[src/rtl/vga_timing_gen_if.sv]
// Video timing bundle: run/pattern controls in, raster position, syncs and colour out.
// The generator drives the slave side. Whoever consumes the raster drives the master side.
interface vga_timing_gen_if #(
  parameter int CW    = 4,
  parameter int CNT_W = 11
) ();

  logic              en;
  logic [1:0]        pattern_sel;
  logic [3*CW-1:0]   rgb_in;

  logic              pix_stb;
  logic [CNT_W-1:0]  hcount;
  logic [CNT_W-1:0]  vcount;
  logic              line_start;
  logic              frame_start;
  logic              active;
  logic              hsync;
  logic              vsync;
  logic [CW-1:0]     red;
  logic [CW-1:0]     green;
  logic [CW-1:0]     blue;

  modport master (
    output en, pattern_sel, rgb_in,
    input  pix_stb, hcount, vcount, line_start, frame_start,
    input  active, hsync, vsync, red, green, blue
  );

  modport slave (
    input  en, pattern_sel, rgb_in,
    output pix_stb, hcount, vcount, line_start, frame_start,
    output active, hsync, vsync, red, green, blue
  );

endinterface

[src/rtl/vga_timing_gen.sv]
// VGA raster timing generator with a built-in test-pattern source.
// The system clock is divided down to a pixel strobe. Free-running column and line counters
// are decoded into sync, visible-area and colour outputs. Those outputs are registered one
// pixel slot behind the counters.
module vga_timing_gen #(
  parameter int H_VISIBLE = 800,
  parameter int H_FP      = 40,
  parameter int H_SYNC    = 128,
  parameter int H_BP      = 88,
  parameter int V_VISIBLE = 600,
  parameter int V_FP      = 1,
  parameter int V_SYNC    = 4,
  parameter int V_BP      = 23,
  parameter int CLK_DIV   = 6,
  parameter int HSYNC_POL = 1,
  parameter int VSYNC_POL = 1,
  parameter int CW        = 4,
  parameter int CNT_W     = 11
) (
  input  logic               clk,
  input  logic               nrst,
  vga_timing_gen_if.slave    bus
);

  // Raster geometry, all resolved at elaboration.
  localparam int H_TOTAL  = H_VISIBLE + H_FP + H_SYNC + H_BP;
  localparam int V_TOTAL  = V_VISIBLE + V_FP + V_SYNC + V_BP;
  localparam int HS_START = H_VISIBLE + H_FP;
  localparam int HS_END   = HS_START + H_SYNC;
  localparam int VS_START = V_VISIBLE + V_FP;
  localparam int VS_END   = VS_START + V_SYNC;

  // Colour bars are H_VISIBLE/8 pixels wide. The guard keeps tiny test rasters from dividing by zero.
  localparam int BAR_W    = (H_VISIBLE / 8 > 0) ? H_VISIBLE / 8 : 1;
  localparam int BAR_MAX  = (H_VISIBLE > 0) ? (H_VISIBLE - 1) / BAR_W : 0;

  localparam int TICK_W   = (CLK_DIV > 1) ? $clog2(CLK_DIV) : 1;

  localparam logic [TICK_W-1:0] TICK_LAST = TICK_W'(CLK_DIV - 1);
  localparam logic [CNT_W-1:0]  H_LAST    = CNT_W'(H_TOTAL - 1);
  localparam logic [CNT_W-1:0]  V_LAST    = CNT_W'(V_TOTAL - 1);
  localparam logic [CNT_W-1:0]  H_VIS_END = CNT_W'(H_VISIBLE);
  localparam logic [CNT_W-1:0]  V_VIS_END = CNT_W'(V_VISIBLE);
  localparam logic [CNT_W-1:0]  HS_LO     = CNT_W'(HS_START);
  localparam logic [CNT_W-1:0]  HS_HI     = CNT_W'(HS_END);
  localparam logic [CNT_W-1:0]  VS_LO     = CNT_W'(VS_START);
  localparam logic [CNT_W-1:0]  VS_HI     = CNT_W'(VS_END);

  // Line-number bit masks for the gradient.
  // If CNT_W is too small to hold a bit, its mask truncates to zero and the bit reads as 0.
  localparam logic [CNT_W-1:0]  V_BIT6    = CNT_W'(64);
  localparam logic [CNT_W-1:0]  V_BIT7    = CNT_W'(128);
  localparam logic [CNT_W-1:0]  V_BIT8    = CNT_W'(256);

  localparam logic HS_ON = (HSYNC_POL != 0);
  localparam logic VS_ON = (VSYNC_POL != 0);

  logic [TICK_W-1:0] r_tick;
  logic [CNT_W-1:0]  r_hcount;
  logic [CNT_W-1:0]  r_vcount;
  logic [1:0]        r_pattern;
  logic              r_active;
  logic              r_hsync;
  logic              r_vsync;
  logic [CW-1:0]     r_red;
  logic [CW-1:0]     r_green;
  logic [CW-1:0]     r_blue;

  logic              w_pix_stb;
  logic              w_h_last;
  logic              w_v_last;
  logic              w_line_start;
  logic              w_frame_start;
  logic              w_visible;
  logic              w_hs_on;
  logic              w_vs_on;
  logic [1:0]        w_pattern;
  logic [CW-1:0]     w_grad;
  logic [2:0]        w_bar;
  logic [CW-1:0]     w_pat_r;
  logic [CW-1:0]     w_pat_g;
  logic [CW-1:0]     w_pat_b;

  assign w_pix_stb     = bus.en && (r_tick == '0);
  assign w_h_last      = (r_hcount == H_LAST);
  assign w_v_last      = (r_vcount == V_LAST);
  assign w_line_start  = w_pix_stb && (r_hcount == '0);
  assign w_frame_start = w_line_start && (r_vcount == '0);

  assign w_visible = (r_hcount < H_VIS_END) && (r_vcount < V_VIS_END);
  assign w_hs_on   = (r_hcount >= HS_LO) && (r_hcount < HS_HI);
  assign w_vs_on   = (r_vcount >= VS_LO) && (r_vcount < VS_HI);

  // At frame_start, the pattern selected at that moment colours the very first pixel.
  assign w_pattern = w_frame_start ? bus.pattern_sel : r_pattern;
  assign w_grad    = r_hcount[CW+4:5];

  // Pixel-clock divider: tick cycles 0..CLK_DIV-1, and a strobe fires on tick 0.
  always_ff @(posedge clk or negedge nrst) begin
    if (!nrst) begin
      r_tick <= '0;
    end else if (!bus.en) begin
      r_tick <= '0;
    end else if (r_tick == TICK_LAST) begin
      r_tick <= '0;
    end else begin
      r_tick <= r_tick + TICK_W'(1);
    end
  end

  // Raster counters. The column wraps at the line end and carries into the line counter.
  always_ff @(posedge clk or negedge nrst) begin
    if (!nrst) begin
      r_hcount <= '0;
      r_vcount <= '0;
    end else if (!bus.en) begin
      r_hcount <= '0;
      r_vcount <= '0;
    end else if (w_pix_stb) begin
      if (w_h_last) begin
        r_hcount <= '0;
        if (w_v_last) begin
          r_vcount <= '0;
        end else begin
          r_vcount <= r_vcount + CNT_W'(1);
        end
      end else begin
        r_hcount <= r_hcount + CNT_W'(1);
      end
    end
  end

  // Pattern selection is latched once per frame, so a mid-frame change waits for the next frame.
  always_ff @(posedge clk or negedge nrst) begin
    if (!nrst) begin
      r_pattern <= 2'd0;
    end else if (w_frame_start) begin
      r_pattern <= bus.pattern_sel;
    end
  end

  // Pattern source mux. Bar index is floor(h/BAR_W), built from constant thresholds; only its low 3 bits matter.
  always_comb begin
    w_bar   = 3'd0;
    w_pat_r = '0;
    w_pat_g = '0;
    w_pat_b = '0;
    for (int k = 1; k <= BAR_MAX; k++) begin
      if (r_hcount >= CNT_W'(k * BAR_W)) begin
        w_bar = 3'(k);
      end
    end
    case (w_pattern)
      2'd0: begin
        w_pat_r = bus.rgb_in[3*CW-1 -: CW];
        w_pat_g = bus.rgb_in[2*CW-1 -: CW];
        w_pat_b = bus.rgb_in[CW-1 -: CW];
      end
      2'd1: begin
        w_pat_r = w_grad & {CW{|(r_vcount & V_BIT8)}};
        w_pat_g = w_grad & {CW{|(r_vcount & V_BIT7)}};
        w_pat_b = w_grad & {CW{|(r_vcount & V_BIT6)}};
      end
      2'd2: begin
        w_pat_r = {CW{w_bar[2]}};
        w_pat_g = {CW{w_bar[1]}};
        w_pat_b = {CW{w_bar[0]}};
      end
      default: begin
        w_pat_r = {CW{r_hcount[4] ^ r_vcount[4]}};
        w_pat_g = {CW{r_hcount[4] ^ r_vcount[4]}};
        w_pat_b = {CW{r_hcount[4] ^ r_vcount[4]}};
      end
    endcase
  end

  // Registered video outputs. They follow the counters by one pixel slot and hold between strobes.
  always_ff @(posedge clk or negedge nrst) begin
    if (!nrst) begin
      r_active <= 1'b0;
      r_hsync  <= ~HS_ON;
      r_vsync  <= ~VS_ON;
      r_red    <= '0;
      r_green  <= '0;
      r_blue   <= '0;
    end else if (!bus.en) begin
      r_active <= 1'b0;
      r_hsync  <= ~HS_ON;
      r_vsync  <= ~VS_ON;
      r_red    <= '0;
      r_green  <= '0;
      r_blue   <= '0;
    end else if (w_pix_stb) begin
      r_active <= w_visible;
      r_hsync  <= w_hs_on ? HS_ON : ~HS_ON;
      r_vsync  <= w_vs_on ? VS_ON : ~VS_ON;
      r_red    <= w_visible ? w_pat_r : '0;
      r_green  <= w_visible ? w_pat_g : '0;
      r_blue   <= w_visible ? w_pat_b : '0;
    end
  end

  assign bus.pix_stb     = w_pix_stb;
  assign bus.hcount      = r_hcount;
  assign bus.vcount      = r_vcount;
  assign bus.line_start  = w_line_start;
  assign bus.frame_start = w_frame_start;
  assign bus.active      = r_active;
  assign bus.hsync       = r_hsync;
  assign bus.vsync       = r_vsync;
  assign bus.red         = r_red;
  assign bus.green       = r_green;
  assign bus.blue        = r_blue;

endmodule

[src/flat_wrapper.sv]
// flat-port wrapper written by rule: the top's interface ports become plain ports
module vga_timing_gen_flat 
#(
  parameter int H_VISIBLE = 800,
  parameter int H_FP      = 40,
  parameter int H_SYNC    = 128,
  parameter int H_BP      = 88,
  parameter int V_VISIBLE = 600,
  parameter int V_FP      = 1,
  parameter int V_SYNC    = 4,
  parameter int V_BP      = 23,
  parameter int CLK_DIV   = 6,
  parameter int HSYNC_POL = 1,
  parameter int VSYNC_POL = 1,
  parameter int CW        = 4,
  parameter int CNT_W     = 11
)
  (clk, nrst, bus_en, bus_pattern_sel, bus_rgb_in, bus_pix_stb, bus_hcount, bus_vcount, bus_line_start, bus_frame_start, bus_active, bus_hsync, bus_vsync, bus_red, bus_green, bus_blue);
  vga_timing_gen_if #(.CW(CW), .CNT_W(CNT_W)) bus_i ();
  input  logic clk;
  input  logic nrst;
  input wire logic [$bits(bus_i.en)-1:0] bus_en;
  input wire logic [$bits(bus_i.pattern_sel)-1:0] bus_pattern_sel;
  input wire logic [$bits(bus_i.rgb_in)-1:0] bus_rgb_in;
  output wire logic [$bits(bus_i.pix_stb)-1:0] bus_pix_stb;
  output wire logic [$bits(bus_i.hcount)-1:0] bus_hcount;
  output wire logic [$bits(bus_i.vcount)-1:0] bus_vcount;
  output wire logic [$bits(bus_i.line_start)-1:0] bus_line_start;
  output wire logic [$bits(bus_i.frame_start)-1:0] bus_frame_start;
  output wire logic [$bits(bus_i.active)-1:0] bus_active;
  output wire logic [$bits(bus_i.hsync)-1:0] bus_hsync;
  output wire logic [$bits(bus_i.vsync)-1:0] bus_vsync;
  output wire logic [$bits(bus_i.red)-1:0] bus_red;
  output wire logic [$bits(bus_i.green)-1:0] bus_green;
  output wire logic [$bits(bus_i.blue)-1:0] bus_blue;
  assign bus_i.en = bus_en;
  assign bus_i.pattern_sel = bus_pattern_sel;
  assign bus_i.rgb_in = bus_rgb_in;
  assign bus_pix_stb = bus_i.pix_stb;
  assign bus_hcount = bus_i.hcount;
  assign bus_vcount = bus_i.vcount;
  assign bus_line_start = bus_i.line_start;
  assign bus_frame_start = bus_i.frame_start;
  assign bus_active = bus_i.active;
  assign bus_hsync = bus_i.hsync;
  assign bus_vsync = bus_i.vsync;
  assign bus_red = bus_i.red;
  assign bus_green = bus_i.green;
  assign bus_blue = bus_i.blue;
  vga_timing_gen #(.H_VISIBLE(H_VISIBLE), .H_FP(H_FP), .H_SYNC(H_SYNC), .H_BP(H_BP), .V_VISIBLE(V_VISIBLE), .V_FP(V_FP), .V_SYNC(V_SYNC), .V_BP(V_BP), .CLK_DIV(CLK_DIV), .HSYNC_POL(HSYNC_POL), .VSYNC_POL(VSYNC_POL), .CW(CW), .CNT_W(CNT_W)) u_core (.clk(clk), .nrst(nrst), .bus(bus_i));
endmodule
[config.mk]
export PLATFORM = sky130hd
export DESIGN_NAME = vga_timing_gen_flat
export DESIGN_NICKNAME = d
export VERILOG_FILES = /design/src/rtl/vga_timing_gen_if.sv /design/src/rtl/vga_timing_gen.sv /design/src/flat_wrapper.sv
export SDC_FILE = /design/constraint.sdc
export NUM_CORES = 1
export LEC_CHECK = 0
export ABC_CLOCK_PERIOD_IN_PS = 2500
export BUFFER_PORTS_ARGS = -buffer_cell sky130_fd_sc_hd__buf_4
export CAP_MARGIN = 20
export CORE_ASPECT_RATIO = 0.7
export CORE_UTILIZATION = 51
export CTS_BUF_LIST = sky130_fd_sc_hd__clkbuf_8
export DETAILED_ROUTE_END_ITERATION = 10
export PLACE_DENSITY = 0.78
export SLEW_MARGIN = 20
export SYNTH_ARGS = -nofsm -noshare
export SYNTH_HDL_FRONTEND = slang
export SYNTH_SLANG_ARGS = --single-unit
[constraint.sdc]
create_clock -name clk -period 2.5 [get_ports clk]
set_input_delay 0.5 -clock clk [delete_from_list [all_inputs] [get_ports clk]]
set_output_delay 0.5 -clock clk [all_outputs]
set_load 0.02 [all_outputs]
# == Word-level counts from Yosys, hierarchy flattened ==
# Index checks and enable logic that the tools add are counted.
# classes
n_addsub,3
n_lt_le_gt_ge,13
n_eq_ne,7
mux,37
n_bitwise,4
n_reduce_logical,11
# ops
op,n
two-way mux 11 bit,7
>= comparator 11 x 10 -> 1 bit (second input constant),4
< comparator 11 x 10 -> 1 bit (second input constant),4
two-way mux 4 bit,9
case mux 4 bit (3 select lines),3
>= comparator 11 x 9 -> 1 bit (second input constant),3
adder 11 x 1 -> 11 bit (second input constant),2
logical NOT 11 bit,2
two-way mux 3 bit,6
bitwise AND 4 bit,3
== test 11 x 10 -> 1 bit (second input constant),1
== test 11 bit (second input constant),1
>= comparator 11 x 7 -> 1 bit (second input constant),1
>= comparator 11 x 8 -> 1 bit (second input constant),1
two-way mux 1 bit,9
logical AND 1 bit,6
two-way mux 2 bit,3
inequality test 2 x 1 -> 1 bit (second input constant),2
adder 3 x 1 -> 3 bit (second input constant),1
== test 3 bit (second input constant),1
logical NOT 3 bit,1
== test 2 x 1 -> 1 bit (second input constant),1
== test 2 bit (second input constant),1
logical NOT 2 bit,1
2 further kinds,2
# word_totals
reg_bits,42
out_inout_bits,40
elab_cells,85

# == Depth between registers and ports, before layout ==
# logic_depth
word_depth,12
depth_mapped,9
mapped_depth_nobuf,8

# == Least setup slack after synthesis ==
# OpenSTA, ideal clock, no wires.
# synth_timing
kind,flip-flop to flip-flop
start,reg u_core.r_vcount[0] (netlist: u_core.bus.vcount[0])
end,reg u_core.r_red[0] (netlist: u_core.bus.red[0])
setup_ns,0.126
t_arrival_ns,2.312
slack_ns,0.062
path_stages_with_launch,9
path_buffers,0
synth_period_minus_slack_ns,2.438
cell_sequence,dfrtp_1 > inv_1 > ha_1 > nor4b_1 > nand4_1 > or3_4 > o311a_1 > nor2b_1 > a221o_1
# synth_between
elab_chain_len,8
# synth_lines
item,line,source
from (decl),vga_timing_gen.sv:60,logic [CNT_W-1:0] r_vcount;
from (signal assigned),vga_timing_gen.sv:125,r_vcount <= r_vcount + CNT_W'(1);
logical NOT 11 bit,vga_timing_gen.sv:88,assign w_frame_start = w_line_start && (r_vcount == '0);
logical AND 1 bit,vga_timing_gen.sv:88,
two-way mux 2 bit,vga_timing_gen.sv:95,assign w_pattern = w_frame_start ? bus.pattern_sel : r_pattern;
== test 2 bit (tied with other cells),vga_timing_gen.sv:153,case (w_pattern)
case mux 4 bit (3 select lines),vga_timing_gen.sv:153,
two-way mux 4 bit *,vga_timing_gen.sv:197,r_red <= w_visible ? w_pat_r : '0;
two-way mux 4 bit *,vga_timing_gen.sv:193,end else if (w_pix_stb) begin
two-way mux 4 bit *,vga_timing_gen.sv:186,end else if (!bus.en) begin
to (signal assigned),vga_timing_gen.sv:197,
to (decl),vga_timing_gen.sv:65,logic [CW-1:0] r_red;
# Every way passes the cells marked *; elsewhere a longest branch is shown, timed or not. The select of a mux whose other input is x is not followed.
# A chain may end at the register's enable or synchronous reset.

# == Worst setup path after layout ==
# layout_timing
start,reg u_core.r_vcount[0] (netlist: u_core.bus.vcount[0])
end,reg u_core.r_green[3] (netlist: u_core.bus.green[3])
# layout_between
elab_chain_len,8
# layout_lines
item,line,source
logical NOT 11 bit *,vga_timing_gen.sv:88,
logical AND 1 bit *,vga_timing_gen.sv:88,
two-way mux 2 bit *,vga_timing_gen.sv:95,
net u_core.w_pattern[1],vga_timing_gen.sv:77,logic [1:0] w_pattern;
== test 2 bit (tied with other cells),vga_timing_gen.sv:153,
case mux 4 bit (3 select lines) *,vga_timing_gen.sv:153,
two-way mux 4 bit *,vga_timing_gen.sv:198,r_green <= w_visible ? w_pat_g : '0;
two-way mux 4 bit *,vga_timing_gen.sv:193,
two-way mux 4 bit *,vga_timing_gen.sv:186,
to (signal assigned),vga_timing_gen.sv:198,
to (decl),vga_timing_gen.sv:66,logic [CW-1:0] r_green;
# Mark *: on every way through the listed nets, which the timed path passes. The rest lies on a longest branch. The select of a mux whose other input is x is not followed.

==> results.md <==
* Ant diodes at 0
* Fmax at ~400 MHz
* Run status: finished, final reports clean
* Clock tree from TritonCTS: done
* Max cap viols at 0
* Count of unresolved DRC violations after routing at 0
* Detailed Route WL at 7906 um
* Critical Path Source Type: register
* Initial Utilization at 55.21%
* Antenna violations before repair at 0
* Number of port buffers at 56
* Commonest non-fill, non-tap cell in the layout: sky130_fd_sc_hd__buf_4
* Post-layout power at between 1500 and 2000 uW
* Number of library cell types mapped by synthesis at 53
* Mapped Nets at 336
* Cell internal pwr at 1229 uW
* Biggest area contributors in the synthesized netlist: sky130_fd_sc_hd__dfrtp_1, sky130_fd_sc_hd__nand2_1, sky130_fd_sc_hd__nor2_1
* DRC violation total after the first TritonRoute iteration at between 200 and 250
* Leakage at 0.001804 uW
* Count of mapped cells out of synthesis at 314
* Number of placed I/O pins at between 50 and 60
* Clk pin slew, worst setup/hold paths at ~0.08 ns
* Layout net count at 416
* Die extent in x at 89.87 um
* Sequential fraction of the synthesis area at between 30% and 40%
* Total grt overflow at 0
* Final setup violating endpoints at 0
* Count of final hold-check violations at 0
* Yosys warns at 0
* Worst slew margin relative to its limit at 35.81%
* Highest ir drop seen on vdd at 0.0002957 V
* Share of power burned in registers at between 40% and 50%
* Area share of xor/xnor cells in the synthesized design at under 10%
* Placeable core region at approximately 5000 um2
* Clock power frac at between 20% and 30%
* Switching fraction of total power at 33.26%
* FF-to-FF path depth at 9
* Mean Syn Cell Area at 8.778 um2
* Maximum root-to-sink buffer count at 2
* Worst Path Required at 2.68 ns
* Pwr dens at 514.5 nW/um2
* Dominant combinational cell family by area after synthesis: simple AND/OR/NAND/NOR gates
* Vias in the first global route at 2,570
* Synth Register Bits at 42
* Global routing met3 resource utilization at just under 7%
* Met2 capacity usage during global routing at 43.75%
* Compound-Gate Fraction of Synth Area at 21.52%
* Worst-skew pair later-pin latency at around 0.30 ns
* Commonest register cell after synthesis: sky130_fd_sc_hd__dfrtp_1
* Share of total power in combinational logic at 31.9%
* GR Util met1 at 42.75%
* Crit. End Element: register
* Number of buffers inserted during clock tree synthesis at 5
* Fraction of the mapped netlist area in simple logic gates at 24.51%
* Worst setup path category: reg -> reg
* Area Overhead vs Synth at 29.82%
* Class of the tightest hold or removal check: in -> async
* Clock Skews at 0.008806 ns
* Shortest clock period the worst path allows after layout at around 2.5 ns
* Final setup margin at around 0.0028 ns
* Share of flip-flops with an asynchronous set or reset at 100.0%
* Hold buffer count at cts at 0
* Sink Count at 42
* Maximum fanout along the worst path at 6
* Vertical extent of the die at 63.51 um
* Pin count of the biggest net entering global routing at between 40 and 50
* Drt first pass iters at 5
* Die ar. at 5708 um2
* Dpl cells at 449
* Most frequent cells in the layout: sky130_fd_sc_hd__buf_4, sky130_fd_sc_hd__dfrtp_1, sky130_fd_sc_hd__nand2_1, sky130_fd_sc_hd__nor2_1, sky130_fd_sc_hd__a21oi_1
* Switching pwr at slightly above 600 uW
* CTS Root Buffer Type: sky130_fd_sc_hd__clkbuf_8
* DR vias/cell at 6.158
* Core Rows at 21
* Worst slack at placement at -0.05291 ns
* Final cell count without fillers at around 460
* Hold_ws at 0.1771 ns
* Period utilisation layout at 99.89%
* Share of the core filled with cells at 71.68%
* Total standard cell area after synthesis at 2756 um2
* Slew at the pin with the worst max-slew slack at around 0.96 ns
* Mux cell area share after synthesis at about 3.8%
* Maximum level of the CTS H-tree at 2
* Number of flops mapped to enable cells by yosys at 0
* GR peak layer: met2
* Routed length per instance at about 17 um
* Wire length of the first global-routing pass at between 10,000 and 15,000 um
* Share of final-layout standard cells stronger than drive strength 1 at roughly 29%
* Critical path data arrival time at 2.68 ns
* DRT antenna net count at 0
* Fraction of synthesized cell area taken by the top area cell type at between 30% and 40%
* HPWL after detailed placement at 5605 um
* Adder and majority cell fraction of the synthesized area at under 10%
* Detailed-route via count at ~2,800
* Cell taking the most area after synthesis: sky130_fd_sc_hd__dfrtp_1
* Final number of max-transition violations at 0
* Last weighted congestion value of the routability-driven placer at 0.8536
* GR Util All Layers at 29.14%
## kinds of logic (layout without fill, tap and decap cells)
family,after synthesis,in the layout
mux,9,10
buf+inv,39,117
xor+xnor,9,9
compound gates,85,85
simple gates,124,124
flops,42,42
fa+ha+maj,6,6
## timing repair
item                                    in CTS  in global routing
cloned                                       1                  0
endpoints found under the setup margin       8                  9
pin swaps                                    0                  5
setup buffers                                0                  6
resized for setup                            1                  7
## final cells by class
class | instances | area, um2
Multi-Input combinational cell | 234 | 1579
Fill cell | 376 | 1414
Sequential cell | 42 | 1051
Timing Repair Buffer | 94 | 715.7
Tap cell | 69 | 86.33
Clock buffer | 6 | 82.58
Inverter | 17 | 63.81
## power groups by stage
stage	Combinational (uW)	Clock, uW	Sequential [uW]
6_report	588	441	812
5_1_grt	637	475	822
4_1_cts	568	447	808
3_5_place_dp	558	0	817
3_3_place_gp	545	0	816
2_1_floorplan	322	0	840
## Yosys cell counts, types with 8 or more instances
master,number
sky130_fd_sc_hd__nor2_1,27
sky130_fd_sc_hd__nor3_1,13
sky130_fd_sc_hd__dfrtp_1,42
sky130_fd_sc_hd__nand4_1,11
sky130_fd_sc_hd__clkbuf_1,15
sky130_fd_sc_hd__or3_1,8
sky130_fd_sc_hd__and3_1,11
sky130_fd_sc_hd__inv_1,16
sky130_fd_sc_hd__a21oi_1,18
sky130_fd_sc_hd__nand2_1,27
sky130_fd_sc_hd__o21ai_0,16
sky130_fd_sc_hd__a221o_1,8
## per-layer routing
| layer | share of wire [%] | vias up |
|---|---|---|
| met3 | 11 | 6 |
| met1 | 45 | 1353 |
| met5 | 0 | - |
| met4 | 0.66 | 0 |
| li1 | - | 1326 |
| met2 | 44 | 160 |
## metrics by stage
step	cell area, um2	setup TNS (ns)
after floorplan	2756	0
after global placement	3400	0
after detailed placement	3400	-0.1922
after CTS	3502	0
after global routing	3578	-0.2614
final	3578	0
## path summary, 6_finish.rpt
check | start | endpoint | slack [ns]
worst max-delay path | u_core.bus.vcount[0] | u_core.bus.green[3] | 0.003
max in group asynchronous | nrst | u_core.bus.green[1] | 1.94
min in group clk | u_core.bus.active | u_core.bus.active | 0.49
worst min-delay path | nrst | u_core.bus.hcount[3] | 0.18
worst max register to register | u_core.bus.vcount[0] | u_core.bus.green[3] | 0.003
worst min register to register | u_core.bus.active | u_core.bus.active | 0.49
## registers in the layout, summed over array words and instances, names as in the netlist
signal	cells
u_core.bus.active	1
u_core.bus.blue	4
u_core.bus.green	4
u_core.bus.hcount	11
u_core.bus.hsync	1
u_core.bus.red	4
u_core.bus.vcount	11
u_core.bus.vsync	1
u_core.r_pattern	2
u_core.r_tick	3
## worst max-delay path, cell delays in order, from the launching register on
cell and delay (ns):
sky130_fd_sc_hd__dfrtp_1 0.41, sky130_fd_sc_hd__inv_2 0.09, sky130_fd_sc_hd__ha_4 0.13, sky130_fd_sc_hd__nor4b_4 0.20, sky130_fd_sc_hd__nand4_1 0.16, sky130_fd_sc_hd__or3_4 0.44
sky130_fd_sc_hd__buf_12 0.15, sky130_fd_sc_hd__mux2_4 0.34, sky130_fd_sc_hd__a211o_1 0.27, sky130_fd_sc_hd__a22o_1 0.19
Power figures use the tool's default switching activity.
